[src/rtl/ir_enc.sv]
// ir_enc: instruction encoder / program writer for the t5 accumulator CPU.
// Packs decoded (op, ad) pairs into 8-bit instruction words.
// Writes them sequentially into program memory starting at BASE.
// Optional: define IR_ENC_CSUM_EN to add an 8-bit running checksum output (csum).

// Instruction class codes shared with the decoder (k = op[7:5]).
`ifndef CU_ADD
`define CU_ADD        3'b000
`endif
`ifndef CU_STA
`define CU_STA        3'b001
`endif
`ifndef CU_LDA
`define CU_LDA        3'b010
`endif
`ifndef CU_JMP
`define CU_JMP        3'b011
`endif
`ifndef CU_BAN
`define CU_BAN        3'b100
`endif
`ifndef CU_LONG_BEGIN
`define CU_LONG_BEGIN 3'b111
`endif

module ir_enc #(
  parameter int ADDR_W = 5,
  parameter int BASE   = 0
) (
  input  logic              clk,
  input  logic              rst,
  input  logic              clr,
  input  logic              in_valid,
  input  logic [7:0]        in_op,
  input  logic [7:0]        in_ad,
  output logic              in_ready,
  output logic              wr_en,
  output logic [ADDR_W-1:0] wr_addr,
  output logic [7:0]        wr_data,
  output logic              full,
  output logic              err,
  output logic [ADDR_W:0]   count
`ifdef IR_ENC_CSUM_EN
  ,
  output logic [7:0]        csum
`endif
);

  localparam logic [ADDR_W-1:0] TOP    = '1;
  localparam logic [ADDR_W-1:0] BASE_A = ADDR_W'(BASE);

  typedef enum logic [1:0] {IDLE, RUN, FULL} state_t;

  state_t            state;
  logic [ADDR_W-1:0] ptr;      // next address to be written
  logic [2:0]        k;
  logic              is_short;
  logic              is_long;
  logic              legal;
  logic [7:0]        enc;
  logic              accept;

  // Classify the incoming pair and build its instruction word.
  always_comb begin
    k        = in_op[7:5];
    is_short = (k == `CU_ADD) || (k == `CU_STA) || (k == `CU_LDA) ||
               (k == `CU_JMP) || (k == `CU_BAN);
    is_long  = (k == `CU_LONG_BEGIN);
    legal    = (is_short && (in_op[4:0] == 5'd0) && (in_ad[7:5] == 3'd0)) ||
               (is_long && (in_ad == 8'd0));
    enc      = is_short ? {k, in_ad[4:0]} : in_op;
    accept   = in_valid && in_ready;
  end

  // Control FSM with registered write port and status outputs.
  // A legal accept loads the output register; reaching TOP locks into FULL.
  always_ff @(posedge clk) begin
    if (rst || clr) begin
      state    <= IDLE;
      ptr      <= BASE_A;
      in_ready <= 1'b0;
      wr_en    <= 1'b0;
      wr_addr  <= BASE_A;
      wr_data  <= 8'd0;
      full     <= 1'b0;
      err      <= 1'b0;
      count    <= '0;
    end else begin
      wr_en <= 1'b0;
      case (state)
        IDLE, RUN: begin
          in_ready <= 1'b1;
          wr_addr  <= ptr;
          if (accept) begin
            state <= RUN;
            if (legal) begin
              wr_en   <= 1'b1;
              wr_data <= enc;
              count   <= count + (ADDR_W+1)'(1);
              if (ptr == TOP) begin
                // last slot: stop accepting from the very cycle it is written
                state    <= FULL;
                full     <= 1'b1;
                in_ready <= 1'b0;
              end else begin
                ptr <= ptr + ADDR_W'(1);
              end
            end else begin
              err <= 1'b1;
            end
          end else begin
            state <= IDLE;
          end
        end
        default: begin
          in_ready <= 1'b0;
          full     <= 1'b1;
        end
      endcase
    end
  end

`ifdef IR_ENC_CSUM_EN
  // Running modulo-256 sum of issued words, one cycle behind the write.
  always_ff @(posedge clk) begin
    if (rst || clr)
      csum <= 8'd0;
    else if (wr_en)
      csum <= csum + wr_data;
  end
`endif

endmodule
[config.mk]
export PLATFORM = sky130hd
export DESIGN_NAME = ir_enc
export DESIGN_NICKNAME = d
export VERILOG_FILES = /design/src/rtl/ir_enc.sv
export SDC_FILE = /design/constraint.sdc
export NUM_CORES = 1
export LEC_CHECK = 0
export BUFFER_PORTS_ARGS = -buffer_cell sky130_fd_sc_hd__buf_2
export CORE_UTILIZATION = 45
export DETAILED_ROUTE_END_ITERATION = 8
export PLACE_DENSITY = 0.67
export REMOVE_ABC_BUFFERS = 1
export SYNTH_ARGS = -nofsm -noshare
export SYNTH_HDL_FRONTEND = slang
export SYNTH_SLANG_ARGS = --single-unit
[constraint.sdc]
create_clock -name clk -period 3.01 [get_ports clk]
set_input_delay 0.602 -clock clk [delete_from_list [all_inputs] [get_ports clk]]
set_output_delay 0.602 -clock clk [all_outputs]
set_load 0.005 [all_outputs]
[After elaboration in Yosys (flattened, before gate mapping)]
Cells that the tools add are included.
Word-level totals
  output and inout port bits: 23
  logic and storage cells: 59
  input bits: 20
  register bits: 30
Cells by class
  bitwise logic cells: 4
  add/sub/neg operators: 2
  muxes and demuxes: 12
  reduce and logical (&&, ||, !) cells: 22
  equal/unequal tests: 10
Operators with widths (number)
  3-bit AND reduction: 3
  8-bit zero test: 1
  1-bit two-way mux: 8
  6-bit by 1-bit adder with 6-bit output (second input constant): 1
  3-bit by 2-bit == test with 1-bit output (second input constant): 2
  3-bit == test (second input constant): 2
  3-bit zero test: 2
  1-bit logical OR: 6
  2-bit two-way mux: 3
  2-bit inequality test (second input constant): 3
  5-bit by 1-bit adder with 5-bit output (second input constant): 1
  5-bit == test (second input constant): 1
  5-bit zero test: 1
  5-bit two-way mux: 1
  1-bit logical AND: 4
  1-bit inverter: 4
  4-bit AND reduction: 1
  2-bit OR reduction: 2
  3-bit by 1-bit == test with 1-bit output (second input constant): 1
  3-bit OR reduction: 1
  2-bit by 1-bit == test with 1-bit output (second input constant): 1
  2-bit zero test: 1

[Logic depth before layout (Yosys ltp)]
  depth in word-level cells: 11
  gate-level depth with buffers: 6
  gate-level depth less buffers: 6

[Worst setup path before layout]
Ideal clock, no wire load.
  path kind: input to register
  start: in in_op[3]
  end: reg count[5]
  stages on the path: 6
  arrival time: 2331 ps
  buffers on the path: 2
  setup time: 69 ps
  setup slack: 610 ps
  data required time: 2941 ps
  cells stage by stage: or4_4 or4_4 buf_6 buf_8 a2111o_1 o21ai_1
On the way
  cells in the longest elaborated chain, start to end: 5
RTL lines
  from (decl): RTL line 34  | input logic [7:0] in_op,
  5-bit zero test: RTL line 69  | legal = (is_short && (in_op[4:0] == 5'd0) && (in_ad[7:5] == 3'd0)) ||
  1-bit logical AND (2 in series): RTL line 69
  1-bit logical OR: RTL line 69
  3-bit AND reduction (no line)
  to (signal assigned): RTL line 99  | count <= count + (ADDR_W+1)'(1);
  to (decl): RTL line 42  | output logic [ADDR_W:0] count
No other way between the ends.
A chain may end at the register's enable or synchronous reset.

[Worst setup path after layout]
  start: in in_ad[2]
  end: reg wr_data[7]
On the way
  cells in the longest elaborated chain, start to end: 4
RTL lines
  from (decl): RTL line 35  | input logic [7:0] in_ad,
  8-bit zero test: RTL line 70  | (is_long && (in_ad == 8'd0));
  1-bit logical AND: RTL line 70
  1-bit logical OR: RTL line 69
  3-bit AND reduction (no line)
  to (signal assigned): RTL line 98  | wr_data <= enc;
  to (decl): RTL line 39  | output logic [7:0] wr_data,
No other way between the ends.

==> impl_metrics.toml <==
[route]
drt_wl_total_mm = 3.274
ant_nets = 0
first_pass_iters = 4
remaining_drc_errors = 0
vias_per_cell = 5.423
drtIter0Drc = 53
wl_per_cell_um = 13.59
vias = 1307

[timing]
worstMarginPinSlew_ps = 806.5
report.final.setup_viol = 0
clock.fmax_ghz = 0.4222
fin_skew_ps = 6.100
final.min_clock_period_ps = 2369
hold_viol = 0
worst_slew_margin_rel_pct = 45.74
period_share_pct = 78.69
grt_setup_unrepaired = "no"
hold_ws_ps = 459.9
fin_tns_setup_ps = 0
finalWorstSetupSlack_ps = 641.3
slew_violations = 0

[global_routing]
globalRouteOverflowTotal = 0
antenna_found_initial = 0
grt_max_degree = 28
grtUsageTotal_pct = 21.89
grt_pass1_vias = 1203
grt_pass1_wl_mm = 5.499

[setup_path]
critPathSlowestCell = "or3_1"
reg2reg_to = "ptr[2]"
cp-startpoint = "in_ad[2]"
reg2reg_slack_ps = 1230
critical_path_arrival_ps = 2620
crit_family = "simple AND/OR/NAND/NOR gates"
startpoint_type = "input port"
rr_worst_depth = 6
worst_ep_required_time_ps = 3260
crit_chain = "buf_2 -> or4_1 -> or3_1 -> a21oi_4 -> mux2i_1"
rr_startpoint = "ptr[0]"
crit_fanout = 15
end_kind = "register"
path_class = "input port to register"
crit_path_max_incr_delay_ps = 680
path_buf_inv = 1

[synthesis]
synth_top_cell_by_area = "dfxtp_1"
ys_ff_latch = 29
synth_edf_count = 0
async_flop_share_pct = 0
postSynthAreaPerCell_um2 = 9.192
synthCells = 156
syn_area_um2 = 1434
yosysMostFrequentCell = "nand2_1"
synth_seq_area_share_pct = 40.49
synth_area_leaders = "dfxtp_1, mux2i_1, nand2_1, a2111o_1, o211a_1"
synthDistinctLibCells = 34
synth_flop_cell = "dfxtp_1"
synth_commonest_cells = "nand2_1, dfxtp_1, mux2i_1"
ys_warn_count = 0
synth_top_area_share_pct = 40.49

[placement]
dp.cells = 233
gp_congestion = 0.9142
portBuffers = 42
dp_hpwl_mm = 2.466
pre_cts_slack_ps = 319.3

[worst_hold_path]
whs_path_depth = 2
min_to = "wr_data[5]"
holdCritStartpoint = "wr_data[5]"
hold_class = "register to register"

[finish]
seqCellArea_um2 = 580.6
nFillCells = 276
drive_gt1_share_pct = 28.93
n_antenna_cell = 0
nets = 219
instances_no_fill = 241
multi_input_area_um2 = 793.3
syn2layout_area_growth_pct = 20.77

[pwr]
peakVddDrop_mv = 0.2675
cellPowerDensity_nw_per_um2 = 442.8
power.leakage_nw = 0.7409

[clock_network]
cts_tree = "built"
post_cts_buffers = 0
cts-buffers-inserted = 5
cts.sinks = 29
htreeDepth = 2
cts_resized = 0
root_buffer = "clkbuf_4"
cts_buffer_depth = 2
cts_hold_buf = 0
path_clk_slew_ps = 90
clock_latency_ps = 330

[run]
drv_cap = 0

[run_status]
outcome = "complete, no violations"

[floorplan]
core_area_um2 = 3028
die_x_um = 58.45
die_area_um2 = 3416
fp-row-count = 20
die_y_um = 58.45
start_util_pct = 47.36
pin_count = 43
==> placed cells by master, fill, tap and decap left out, types with 5 or more instances in the layout <==
| cell | synthesis | final |
|---|---|---|
| a21oi_1 | 6 | 6 |
| or3_1 | 5 | 5 |
| clkbuf_4 | 0 | 5 |
| nor2_1 | 9 | 9 |
| a2111o_1 | 5 | 5 |
| o211a_1 | 5 | 5 |
| mux2i_1 | 14 | 14 |
| nand2_1 | 32 | 32 |
| dfxtp_1 | 29 | 29 |
| buf_2 | 0 | 42 |
| o2111ai_1 | 5 | 5 |
==> logic make-up (layout without fill, tap and decap cells) <==
logic type	after synthesis	after routing	synth area share, %
adder cells (fa/ha/maj)	3	3	2.618
flip-flops	29	29	40.49
multiplexers	14	14	9.773
buffers and inverters	10	51	4.189
AO/OA/AOI/OAI	34	34	20.16
AND/OR/NAND/NOR	66	66	22.78
==> area by class of cell <==
type	instances	area share, %
clock buffer	7	3.179
clock inverter	1	1.734
multi-input combinational	117	45.81
sequential	29	33.53
tap	44	3.179
timing repair buffer	43	12.57
==> state kept, by name, summed over array words and instances (netlist names) <==
| register | cells |
|---|---|
| count | 6 |
| err | 1 |
| full | 1 |
| in_ready | 1 |
| ptr | 5 |
| state | 1 |
| wr_addr | 5 |
| wr_data | 8 |
| wr_en | 1 |
==> worst register-to-register path, cell delays in order (launching register included) <==
cell and delay, ps:
dfxtp_1 360, ha_1 230, and3_1 190, ha_1 240
nand3b_1 210, a2111o_1 400, o21ai_0 80
==> through the flow <==
step / area (µm²) / utilization (%) / power (mW)
2_1_floorplan: 1374 / - / 0.4152
3_3_place_gp: 1647 / 54.38 / 0.4386
3_5_place_dp: 1647 / 54.38 / 0.4401
4_1_cts: 1732 / 57.19 / 0.7712
5_1_grt: 1732 / 57.19 / 0.7980
6_report: 1732 / 57.19 / 0.7668
==> per-layer routing <==
metal | up-vias | share of wire [%] | track usage [%]
met5 | - | 0 | 0
li1 | 656 | - | -
met1 | 610 | 49 | 28.93
met3 | 8 | 3.3 | 4.615
met4 | 0 | 2.1 | 11.90
met2 | 33 | 45 | 33.50
==> worst max path at each step <==
stage | slack (ps) | cells after the start | endpoint
after CTS | 670 | 5 | wr_data[6]
after floorplan | 640 | 4 | count[1]
final | 640 | 5 | wr_data[7]
after detailed placement | 320 | 5 | wr_data[6]
after global placement | 400 | 5 | wr_data[6]
after global routing | 550 | 5 | wr_data[7]
==> power breakdown <==
part           total [mW]  internal (mW)  leakage [nW]  switching (mW)
clock               0.336          0.198        0.0455           0.137
sequential          0.385          0.384         0.234        0.000802
combinational      0.0460         0.0177         0.462          0.0283
total               0.767          0.600         0.741           0.167
(Power assumes the default switching activity.)
